File: src/rtl/sample_pwm_tx.sv
// sample_pwm_tx: output end of the audio sample-rate path.
// Synchronises the 8 kHz sample clock into clk_in, turns each rising edge into
// a one-cycle sample tick, buffers one pending sample behind valid/ready and
// drives a free-running PWM whose duty is updated only at period boundaries.
module sample_pwm_tx #(
   parameter int PWM_W = 8
) (
   input  logic             clk_in,
   input  logic             rst_n,
   input  logic             sample_clk,
   input  logic [PWM_W-1:0] s_data,
   input  logic             s_valid,
   output logic             s_ready,
   input  logic             clr_underrun,
   output logic             sample_tick,
   output logic             pwm_out,
   output logic             underrun,
   output logic             underrun_flag
);

   localparam logic [PWM_W-1:0] CNT_MAX = '1;

   // Synchroniser, history and arming state
   logic             sync1;
   logic             sync2;
   logic             sync3;
   logic [1:0]       fill;
   logic             armed;
   logic             rise;
   logic             rise_r;

   // Sample buffering
   logic             next_valid;
   logic [PWM_W-1:0] next_data;
   logic [PWM_W-1:0] active;
   logic             accept;

   // PWM generation
   logic [PWM_W-1:0] pwm_cnt;
   logic [PWM_W-1:0] duty;

   // A rising edge only counts once a genuine low level has been observed,
   // so a sample_clk already high at reset release cannot fire a tick.
   assign rise     = sync2 & ~sync3 & armed;
   assign s_ready  = ~next_valid;
   assign accept   = s_valid & s_ready;
   assign underrun = sample_tick & ~next_valid;

   // Two-flop synchroniser plus history flop; fill marks when sync2 holds real
   // data (not the reset value), and armed latches the first real low seen.
   always_ff @(posedge clk_in or negedge rst_n) begin
      if (!rst_n) begin
         sync1 <= 1'b0;
         sync2 <= 1'b0;
         sync3 <= 1'b0;
         fill  <= 2'b00;
         armed <= 1'b0;
      end else begin
         sync1 <= sample_clk;
         sync2 <= sync1;
         sync3 <= sync2;
         fill  <= {fill[0], 1'b1};
         if (fill[1] && !sync2)
            armed <= 1'b1;
      end
   end

   // Edge register then registered one-cycle sample tick.
   always_ff @(posedge clk_in or negedge rst_n) begin
      if (!rst_n) begin
         rise_r      <= 1'b0;
         sample_tick <= 1'b0;
      end else begin
         rise_r      <= rise;
         sample_tick <= rise_r;
      end
   end

   // One-deep sample buffer: a tick moves the pending sample to active; with
   // nothing pending, active repeats and the slot stays free for an accept.
   always_ff @(posedge clk_in or negedge rst_n) begin
      if (!rst_n) begin
         next_valid <= 1'b0;
         next_data  <= '0;
         active     <= '0;
      end else if (sample_tick && next_valid) begin
         active     <= next_data;
         next_valid <= 1'b0;
      end else if (accept) begin
         next_data  <= s_data;
         next_valid <= 1'b1;
      end
   end

   // Sticky underrun indicator; a new underrun outranks a simultaneous clear.
   always_ff @(posedge clk_in or negedge rst_n) begin
      if (!rst_n)
         underrun_flag <= 1'b0;
      else if (underrun)
         underrun_flag <= 1'b1;
      else if (clr_underrun)
         underrun_flag <= 1'b0;
   end

   // Free-running PWM; duty only reloads on the last count so a new sample
   // never changes a period already in progress.
   always_ff @(posedge clk_in or negedge rst_n) begin
      if (!rst_n) begin
         pwm_cnt <= '0;
         duty    <= '0;
         pwm_out <= 1'b0;
      end else begin
         pwm_cnt <= pwm_cnt + 1'b1;
         if (pwm_cnt == CNT_MAX)
            duty <= active;
         pwm_out <= (pwm_cnt < duty);
      end
   end

endmodule

File: config.mk
export PLATFORM = sky130hd
export DESIGN_NAME = sample_pwm_tx
export DESIGN_NICKNAME = d
export VERILOG_FILES = /design/src/rtl/sample_pwm_tx.sv
export SDC_FILE = /design/constraint.sdc
export NUM_CORES = 1
export LEC_CHECK = 0
export ABC_AREA = 1
export BUFFER_PORTS_ARGS = -buffer_cell sky130_fd_sc_hd__buf_2
export CAP_MARGIN = 30
export CORE_AREA = 5 5 66 68
export CTS_CLUSTER_SIZE = 28
export DETAILED_ROUTE_END_ITERATION = 10
export DIE_AREA = 0 0 71 73
export GPL_TIMING_DRIVEN = 0
export PLACE_DENSITY_LB_ADDON = 0.25
export SLEW_MARGIN = 40
export SYNTH_ARGS = -nofsm -noshare
export SYNTH_HDL_FRONTEND = slang
export SYNTH_SLANG_ARGS = --single-unit
File: constraint.sdc
create_clock -name clk_in -period 1.5 [get_ports clk_in]
set_clock_uncertainty 0.2 [all_clocks]
set_input_delay 0.3 -clock clk_in [delete_from_list [all_inputs] [get_ports clk_in]]
set_output_delay 0.3 -clock clk_in [all_outputs]
set_load 0.01 [all_outputs]
Word level (Yosys, flattened, before mapping) --
Cells that the tools add are included.
Cells by class: equal/unequal tests 1, reductions and logical operators 6, $add $sub $neg 1, bitwise operators 7, order comparisons 1, mux-type cells 4
Operators by type and width (count):
- $add 8x1->8 const B | 1
- $eq 8x8->1 const B | 1
- $lt 8x8->1 | 1
- $and 1x1->1 | 4
- $mux 1 | 4
- $reduce_bool 2->1 | 2
- $not 1->1 | 3
- $logic_and 1x1->1 | 2
- $reduce_and 2->1 | 1
- $logic_not 1->1 | 1
Storage, ports and cells: logic and storage cells 34, register bits after elaboration 43, output and inout port bits 5, input port bits 13

Depth between registers and ports, before layout --
Gate-level depths: netlist of the first run.
depth in word-level cells 4, depth in mapped cells 7, gate-level depth less buffers 7

Worst setup path after synthesis of the first run --
Ideal clock, no wire load.
kind reg-to-reg, from register pwm_cnt[1], to register duty[5], arrival time 1.126 ns, data required time 1.183 ns, stages on the path, launching flop included 8, period minus slack after synthesis 1.443 ns, path slack 0.057 ns, cell sequence dfrtp_1 -> ha_1 -> nand3_2 -> nor2_4 -> nand3_4 -> buf_6 -> nand2_2 -> o21ai_2
Between the ends: word-level cells in the longest chain between the ends 1
Ends and longest elaborated chain:
- from (decl) | line 39 | logic [PWM_W-1:0] pwm_cnt;
- from (signal assigned) | line 113 | pwm_cnt <= pwm_cnt + 1'b1;
- $eq 8x8->1 | line 114 | if (pwm_cnt == CNT_MAX)
- to (signal assigned) | line 115 | duty <= active;
- to (decl) | line 40 | logic [PWM_W-1:0] duty;
Every way passes these cells. A chain may end at the register's enable or synchronous reset.

Worst setup path in the final report of the first run --
from register pwm_cnt[0], to register duty[6]
The elaborated chain is that of the path after synthesis.

==> summary.txt, run 1 <==
Place
  – PortBufs: 17
  – Cell area after placement: ~0.0019 mm^2
  – HPWL after DPL: ~2000 um
  – Routability Congestion: ~0.69
  – Dpl ws: -0.0742 ns

Clocking
  – CTS Buffer Depth: 2
  – Clock buffer count from CTS: 5
  – H-Tree Depth: 2
  – CTS Sinks: 43
  – Worst-Skew Late Latency: a little under 0.3 ns
  – Worst-path clk slew: 0.08 ns
  – Root Driver: clkbuf_8
  – CTS tree: built

Setup path
  – Worst Path Required: between 1 and 1.5 ns
  – CP Launch Type: flip-flop
  – Critical path class: reg2reg
  – Crit. End Element: flip-flop
  – Crit path DAT: about 1.5 ns
  – Worst-path fanout max: 10

Drt
  – Avg Vias per Cell: 4.49
  – DR iter-0 viols: 47
  – Met2 wire length: around 1500 um
  – Drt wl/cell: between 10 and 15 um
  – First-pass DRT Iterations: 4
  – Routed Antenna Nets: 0
  – DR top layer: met4
  – DRC viols: 0
  – Met3 wire length: around 130 um
  – Met1 WL: approximately 1200 um
  – DRT Wirelength: 2820 um
  – Vias: between 1000 and 1500

Floorplanning
  – Core Box Area: about 0.0038 mm^2
  – Die Width: about 70 um
  – Row cnt: 23
  – IO Pins: 18
  – Initial Utilization: ~47%
  – Die footprint: between 0.005 and 0.006 mm^2
  – Die height: ~73 um

Final layout
  – Post-route cell area: ~0.0021 mm^2
  – Area grow syn2layout: 19.1%
  – Final-stage net count: approximately 220
  – Storage element area: about 0.0011 mm^2
  – Area of the multi-input gates: 606 um^2
  – Fillers: between 300 and 400
  – ANT cells: 0
  – Layout cell share with drive strength beyond 1: 26.2%

Logic synthesis
  – Synthesized area: 0.00178 mm^2
  – Share of the synthesized area in the top cell type: between 60% and 70%
  – Synth top area cells: dfrtp_1, inv_1, nand2_1, ha_1, o21ai_2
  – Cells after Synth: roughly 170
  – Post-synthesis net count: just under 200
  – Cell variety after synth: 22
  – Synth Register Bits: 43
  – Avg Inst Size Synth: just over 10 um^2
  – Sequential element share of the synthesized area: 60.5%
  – Cell taking the most area after synthesis: dfrtp_1
  – Yosys warnings: 0

Power and ir drop
  – Peak supply drop: ~0.67 mV
  – Total Power: about 2.5 mW
  – Leak pwr: around 1.1 nW
  – Total power per unit cell area: 1200 mW/mm^2

Timing
  – Tmin final: 1.52 ns
  – Worst-margin pin slew: slightly above 0.5 ns
  – Setup ws final: -0.0238 ns
  – Total negative setup slack: -0.0427 ns
  – Final Max Slew Viols: 0
  – Max Clock Freq: ~660 MHz
  – Setup violations, final: 3
  – Post-route clock period utilization: 102%
  – Worst slew margin: about two thirds
  – Hold slack: roughly 0.051 ns
  – Hold Fails Final Rpt: 0
  – RSZ-0062 raised after global routing: true

Global routing
  – Total grt overflow: 0
  – Pin count of the biggest net entering global routing: 44
  – Initial antenna violation count: 0
  – Tot GR Track Use: between 10% and 20%
  – First-pass GRT wire length: 5030 um
  – Vias in the first global route: around 1200

Outcome
  – Failing checks: negative setup slack
  – Outcome: finished, violations left

Hold path
  – Worst Hold Class: in2reg

Run
  – Max-cap violations: 0
[flip-flops by register name, indices dropped and copies added (netlist names)]
name           cells
sync2              1
duty               8
sample_tick        1
sync1              1
rise_r             1
sync3              1
active             8
pwm_cnt            8
pwm_out            1
underrun_flag      1
next_valid         1
next_data          8
armed              1
fill               2
[final timing paths]
path | start | depth (start not counted) | slack [ns] | to
worst max-delay path | pwm_cnt[0] | 7 | -0.02 | duty[6]
worst min-delay path | s_data[4] | 3 | 0.05 | next_data[4]
worst max register to register | pwm_cnt[0] | 7 | -0.02 | duty[6]
worst min register to register | rise_r | 0 | 0.16 | sample_tick
max in group asynchronous | rst_n | 2 | 0.40 | pwm_cnt[7]
min in group asynchronous | rst_n | 2 | 0.33 | pwm_cnt[4]
[per-stage QoR]
| step | utilization [%] | instances |
|---|---|---|
| floorplan | - | 172 |
| global placement | 50.7 | 239 |
| detailed placement | 50.8 | 239 |
| CTS | 54.5 | 251 |
| global route | 55.8 | 252 |
| finish | 55.8 | 252 |
[synth_stat cells (all sizes together)]
cell	instances
dfrtp	43
a21oi	12
o21ai	18
buf	2
nor3	1
nand4	1
nand3	3
xnor2	3
conb	1
xor2	3
ha	8
clkbuf	1
o22ai	1
inv	32
nand2	31
nor2	12
[area by class of cell]
class / instances / share of cell area [%]
Buffer: 2 / 1.06
Clock buffer: 5 / 3.25
Clock inverter: 3 / 0.945
Inverter: 32 / 5.67
Multi-Input combinational cell: 94 / 28.6
Sequential cell: 43 / 50.9
Tap cell: 50 / 2.95
Timing Repair Buffer: 23 / 6.62
[repair_timing]
action,in CTS,in global routing
resized for setup,4,9
setup buffers,1,2
endpoints found under the hold margin,45,0
setup endpoints to repair,9,19
pin swaps,0,3
hold buffers,3,0
[kinds of logic (layout without fill, tap and decap cells)]
kind of cell,count (synthesis),count (layout),synth area share [%]
AO/OA/AOI/OAI,31,31,10.5
XOR/XNOR,6,6,2.95
adder cells (fa/ha/maj),8,8,5.63
buffers and inverters,35,65,8.02
flip-flops,43,43,60.5
other,1,1,0.211
AND/OR/NAND/NOR,48,48,12.2
[layout by cell type (no fill, tap or decap)]
cell type / n
nand3_4: 2
ha_4: 2
inv_2: 2
clkinv_2: 1
nand3_1: 1
xnor2_1: 3
nor2_2: 2
nand2_1: 29
o22ai_1: 1
o21ai_0: 10
xor2_1: 3
buf_2: 16
buf_4: 5
conb_1: 1
a21oi_1: 10
dlygate4sd3_1: 3
clkbuf_8: 5
clkinvlp_4: 2
nand2_2: 2
nor2_1: 9
nor2_4: 1
o21ai_2: 8
ha_1: 6
a21oi_2: 2
nor3_1: 1
inv_1: 30
nand4_1: 1
buf_8: 1
dfrtp_2: 2
dfrtp_1: 41
[worst max-delay path, stage by stage (launching register included)]
cell     delay [ns]
dfrtp_1        0.40
ha_4           0.18
nand3_4        0.08
nor2_4         0.16
nand3_4        0.12
buf_8          0.18
nand2_2        0.06
o21ai_2        0.04
[report_power, final]
group          internal [mW]  switching [mW]
clock                  0.324           0.392
combinational          0.136           0.231
sequential              1.36          0.0930
total                   1.82           0.716
[routing by layer]
metal | GRT usage (%) | vias to the layer above
met4 | 6.68 | 0
li1 | - | 585
met2 | 23.1 | 22
met5 | 0 | -
met3 | 4.27 | 6
met1 | 13.3 | 518
Power figures use the tool's default switching activity.
==> inputs of run 2 (changes only) <==
Settings changed: MAX_ROUTING_LAYER from default to met4.
==> run 2 against run 1 <==
  * The run still ends with negative setup slack left
  * Wire length rose by 0.25%
  * Clock power is essentially flat
  * Core utilization is the same
  * Worst setup slack about the same
  * Flip-flop and latch count unchanged
  * Worst hold slack barely moved
  * Count of clock-buffer cells in the layout unchanged
  * Critical path type unchanged
  * Critical endpoint unchanged
==> summary.txt, run 2 (synthesis results as in run 1) <==
Setup path
  – Worst-path fanout max: 10 (unchanged)
  – Crit. End Element: flip-flop
  – CP Launch Type: flip-flop
  – Reg2reg path depth: 7 (unchanged)
  – Critical path class: reg2reg
  – Crit path DAT: 1.51 ns (about the same)
  – Worst Path Required: 1.49 ns (about the same)

Clocking
  – Root Driver: clkbuf_8
  – CTS Buffer Depth: 2 (unchanged)
  – Worst-path clk slew: 0.08 ns (about the same)
  – CTS Sinks: 43 (unchanged)
  – Worst-Skew Late Latency: 0.29 ns (about the same)
  – H-Tree Depth: 2 (unchanged)
  – CTS tree: built
  – Clock buffer count from CTS: 5 (unchanged)

Power and ir drop
  – Power Internal: 1.82 mW (about the same)
  – Sw Share: 28.3% (+0.037 points)
  – Flop pwr share: 57.3% (about the same)
  – Peak supply drop: 0.678 mV (+0.93%)
  – Logic pwr share: 14.4% (about the same)
  – Clock network power share: 28.3% (about the same)
  – Leak pwr: 1.07 nW (unchanged)
  – Sw Pwr: 0.717 mW (+0.18%)
  – Total power per unit cell area: 1200 mW/mm^2 (about the same)

Timing
  – Post-route clock period utilization: 102% (about the same)
  – Setup ws final: -0.0239 ns (-0.0000334 ns)
  – Hold Fails Final Rpt: 0 (unchanged)
  – Worst-margin pin slew: 0.519 ns (-0.000857 ns)
  – Total negative setup slack: -0.0427 ns (-0.000000400 ns)
  – Setup violations, final: 3 (unchanged)
  – RSZ-0062 raised after global routing: true
  – Max Clock Freq: 656 MHz (about the same)
  – Final Max Slew Viols: 0 (unchanged)
  – Tmin final: 1.52 ns (+0.0000334 ns)
  – Worst slew margin: 65.4% (about the same)

Outcome
  – Failing checks: negative setup slack
  – Outcome: finished, violations left

Run
  – Max-cap violations: 0 (unchanged)

Floorplanning
  – Initial Utilization: 46.8% (unchanged)
  – IO Pins: 18 (unchanged)
  – Die height: 73 um (unchanged)
  – Row cnt: 23 (unchanged)
  – Core Box Area: 0.00380 mm^2 (unchanged)
  – Die footprint: 0.00518 mm^2 (unchanged)
  – Die Width: 71 um (unchanged)

Place
  – Cell area after placement: 0.00193 mm^2 (unchanged)
  – HPWL after DPL: 2010 um (unchanged)
  – Routability Congestion: 0.699 (+1.1%)
  – PortBufs: 17 (unchanged)

Final layout
  – Final-stage net count: 222 (unchanged)
  – Commonest non-fill, non-tap cell in the layout: dfrtp_1
  – Most frequent cells in the layout: dfrtp_1, inv_1, nand2_1, buf_2
  – ANT cells: 0 (unchanged)
  – Post-route cell area: 0.00212 mm^2 (unchanged)
  – Layout cell share with drive strength beyond 1: 26.2% (unchanged)
  – Area grow syn2layout: 19.1% (unchanged)

Global routing
  – First-pass GRT wire length: 5060 um (+0.68%)
  – Initial antenna violation count: 0 (unchanged)
  – Total grt overflow: 0 (unchanged)
  – Vias in the first global route: 1180 (unchanged)
  – Pin count of the biggest net entering global routing: 44 (unchanged)
  – Tot GR Track Use: 13.3% (+0.45 points)

Drt
  – Avg Vias per Cell: 4.48 (-0.18%)
  – DR iter-0 viols: 54 (+15%)
  – DRC viols: 0 (unchanged)
  – Vias: 1129 (-0.18%)
  – Routed Antenna Nets: 0 (unchanged)
  – DRT Wirelength: 2830 um (+0.25%)
  – First-pass DRT Iterations: 6 (+2)
  – Drt wl/cell: 11.2 um (+0.25%)

Hold path
  – Worst Hold Depth: 3 (unchanged)
  – Worst Hold Class: in2reg
-- run 2: cell counts in the layout (fill, tap and decap cells not counted) --
No cell type changed its count.
-- run 2: repair_timing --
item,4_1_cts,5_1_grt
gates resized for setup,4,9
hold buffers,3,0
setup buffers,1,2
setup endpoints to repair,9,19
hold endpoints to repair,45,0
pin swaps,0,3
-- run 2: stage by stage --
step	worst slack (ns)	hold slack, ns	utilization (%)	std cells	power, mW
floorplan	0.0575	-0.196	-	172	1.71
global placement	-0.0380	0.134	50.7	239	1.80
detailed placement	-0.0742	0.114	50.8	239	1.83
CTS	-0.0326	0.0411	54.5	251	2.56
global route	-0.0997	0.0565	55.8	252	2.71
finish	-0.0239	0.0507	55.8	252	2.54
-- run 2: final cells by class --
type,count,area [um^2]
Clock inverter,3,20.0
Clock buffer,5,68.8
Sequential cell,43,1080
Fill cell,348,1680
Timing Repair Buffer,23,140
Buffer,2,22.5
Multi-Input combinational cell,94,606
Inverter,32,120
Tap cell,50,62.6
-- run 2: path summary, 6_finish.rpt --
check	startpoint	end	slack, ns
max in group asynchronous	rst_n	pwm_cnt[7]	0.40
setup / recovery	pwm_cnt[0]	duty[6]	-0.02
hold reg to reg	rise_r	sample_tick	0.16
hold / removal	s_data[4]	next_data[4]	0.05
setup reg to reg	pwm_cnt[0]	duty[6]	-0.02
min in group asynchronous	rst_n	pwm_cnt[4]	0.33
-- run 2: metal layers --
metal / wire length [um] / track usage (%) / vias up / share of wire [%]
li1: - / - / 585 / -
met1: 1170 / 13.5 / 516 / 41
met2: 1480 / 23.0 / 22 / 52
met3: 131 / 4.27 / 6 / 4.6
met4: 51 / 6.68 / 0 / 1.8
met5: 0 / - / - / 0
-- run 2: power groups by stage --
stage	logic, mW	registers [mW]	clock network (mW)
floorplan	0.257	1.45	0
global placement	0.343	1.46	0
detailed placement	0.360	1.47	0
CTS	0.368	1.45	0.737
global route	0.439	1.48	0.792
finish	0.366	1.45	0.718
-- run 2: worst max-delay path, cell delays in order, from the launching register on --
cell     delay [ns]
dfrtp_1        0.40
ha_4           0.18
nand3_4        0.08
nor2_4         0.16
nand3_4        0.12
buf_8          0.18
nand2_2        0.06
o21ai_2        0.04
==> inputs of run 3 (changes only) <==
Settings changed: BUFFER_PORTS_ARGS -buffer_cell sky130_fd_sc_hd__buf_2 to default, CORE_AREA 5 5 66 68 to 5 5 74 56, DIE_AREA 0 0 71 73 to 0 0 79 61, DONT_BUFFER_PORTS from default to 1.
==> run 3 against run 2 <==
  * The flow finishes with violations (negative hold slack)
  * Combinational power down 10%
  * Via count up 4.6%
  * Register-to-register slack better by 0.05 ns
  * Global-route usage up 1.6 points
  * Count of clock-buffer cells in the layout up 1
  * Critical endpoint is now duty[1]
==> summary.txt, run 3 (synthesis results as in run 1) <==
Timing
  – Final Max Slew Viols: 0 (unchanged)
  – Post-route clock period utilization: 98.1% (-3.5 points)
  – Hold Fails Final Rpt: 43 (+43)
  – RSZ-0062 raised after global routing: true
  – Tmin final: 1.47 ns (-0.0529 ns)
  – Max Clock Freq: 680 MHz (+3.6%)
  – Total negative setup slack: 0 ns (+0.0427 ns)
  – Hold slack: -0.504 ns (-0.555 ns)
  – Setup violations, final: 0 (-3)

Drt
  – Vias: 1181 (+4.6%)
  – Routed Antenna Nets: 0 (unchanged)
  – DR iter-0 viols: 36 (-33%)
  – Drt wl/cell: 12.9 um (+15%)
  – DRT Wirelength: 3040 um (+7.4%)
  – DRC viols: 0 (unchanged)
  – Met1 WL: 1340 um (+15%)
  – Avg Vias per Cell: 5.00 (+12%)
  – DR top layer: met4
  – First-pass DRT Iterations: 4 (-2)
  – Met2 wire length: 1530 um (+3.8%)
  – Met3 wire length: 128 um (-2.3%)

Clocking
  – Worst-path clk slew: 0.08 ns (about the same)
  – CTS tree: built
  – CTS Buffer Depth: 2 (unchanged)
  – Hold-fix buffers, CTS: 10 (+7)
  – H-Tree Depth: 2 (unchanged)
  – CTS Sinks: 43 (unchanged)
  – Worst-Skew Late Latency: 0.29 ns (about the same)
  – Clock buffer count from CTS: 5 (unchanged)
  – Root Driver: clkbuf_8

Setup path
  – Critical path class: reg2reg
  – Worst Path Required: 1.49 ns (about the same)
  – CP peak stage delay: 0.40 ns (about the same)
  – Worst-path fanout max: 5 (-5)
  – CP Launch Type: flip-flop
  – Crit path DAT: 1.46 ns (-0.05 ns)
  – Critical-path top delay cell: dfrtp_1
  – CP dominant cell by count: nand3_4
  – Crit path cell chain: ha_4, nand3_4, nor2_4, nand3_4, buf_6, nand2_2, o21ai_2
  – Crit. End Element: flip-flop

Global routing
  – Pin count of the biggest net entering global routing: 44 (unchanged)
  – Initial antenna violation count: 0 (unchanged)
  – First-pass GRT wire length: 5200 um (+2.7%)
  – Tot GR Track Use: 14.9% (+1.6 points)
  – Vias in the first global route: 1153 (-2.3%)
  – Total grt overflow: 0 (unchanged)

Run
  – Max-cap violations: 0 (unchanged)

Final layout
  – Post-route cell area: 0.00219 mm^2 (+3.5%)
  – Commonest non-fill, non-tap cell in the layout: dfrtp_1
  – Most frequent cells in the layout: dfrtp_1, inv_1, nand2_1
  – ANT cells: 0 (unchanged)
  – Layout cell share with drive strength beyond 1: 23.5% (-2.8 points)
  – Fillers: 263 (-24%)
  – Final-stage net count: 216 (-2.7%)
  – Area grow syn2layout: 23.3%

Place
  – HPWL after DPL: 1990 um (-0.81%)
  – Routability Congestion: 0.815 (+17%)
  – Cell area after placement: 0.00183 mm^2 (-5.2%)
  – PortBufs: 0 (-17)

Floorplanning
  – Die height: 61 um (-16%)
  – Core Box Area: 0.00336 mm^2 (-12%)
  – Die footprint: 0.00482 mm^2 (-7.0%)
  – IO Pins: 18 (unchanged)
  – Die Width: 79 um (+11%)
  – Initial Utilization: 53.0% (+6.2 points)
  – Row cnt: 18 (-22%)

Power and ir drop
  – Peak supply drop: 0.942 mV (+39%)
  – Total Power: 2.56 mW (+0.83%)
  – Leak pwr: 1.08 nW (+0.61%)
  – Total power per unit cell area: 1170 mW/mm^2 (-2.6%)

Hold path
  – Worst Hold Class: in2async

Outcome
  – Outcome: finished, violations left
  – Failing checks: negative hold slack
-- run 3: through the flow --
stage                     worst slack, ns  std cells  utilization [%]
after floorplan                    0.0575        172                -
after global placement            -0.0421        212             54.5
after detailed placement          -0.0856        212             54.5
after CTS                       -0.000931        235             63.2
after global routing              -0.0603        236             65.4
final                              0.0290        236             65.4
-- run 3: layout make-up --
class / instances / area (um^2) / share of cell area (%)
sequential: 43 / 1080 / 49.2
multi-input combinational: 94 / 643 / 29.3
timing repair buffer: 17 / 180 / 8.21
inverter: 32 / 120 / 5.48
clock buffer: 6 / 82.6 / 3.76
tap: 40 / 50.0 / 2.28
buffer: 2 / 22.5 / 1.03
clock inverter: 2 / 16.3 / 0.742
-- run 3: metal layers --
metal	track usage (%)	vias to the layer above
li1	-	576
met4	4.41	0
met1	17.3	576
met3	4.90	7
met5	-	-
met2	25.1	22
-- run 3: path summary, 6_finish.rpt --
path	start	to	slack (ns)	cells past startpoint
hold reg to reg	fill[0]	fill[1]	0.16	0
setup reg to reg	pwm_cnt[1]	duty[1]	0.03	7
hold / removal	rst_n	active[2]	-0.50	0
max in group asynchronous	rst_n	pwm_cnt[3]	1.52	0
setup / recovery	pwm_cnt[1]	duty[1]	0.03	7
min in group clk_in	s_valid	next_data[0]	0.10	3
-- run 3: timing repair --
action                                 CTS  global route
gates cloned                             1             0
setup buffers                            4             2
gates resized for setup                 10            16
pin swaps                                2             5
setup endpoints to repair                9            29
endpoints found under the hold margin   53            43
-- run 3: power by group --
part / total (mW) / switching [mW] / internal, mW
clock: 0.769 / 0.393 / 0.376
sequential: 1.46 / 0.0992 / 1.36
combinational: 0.329 / 0.204 / 0.125
-- run 3: worst max-delay path, delay by kind of cell (launching register included) --
family | cells | cell delay, ns
flops | 1 | 0.40
fa+ha+maj | 1 | 0.16
simple gates | 4 | 0.38
compound gates | 1 | 0.04
buf+inv | 1 | 0.18
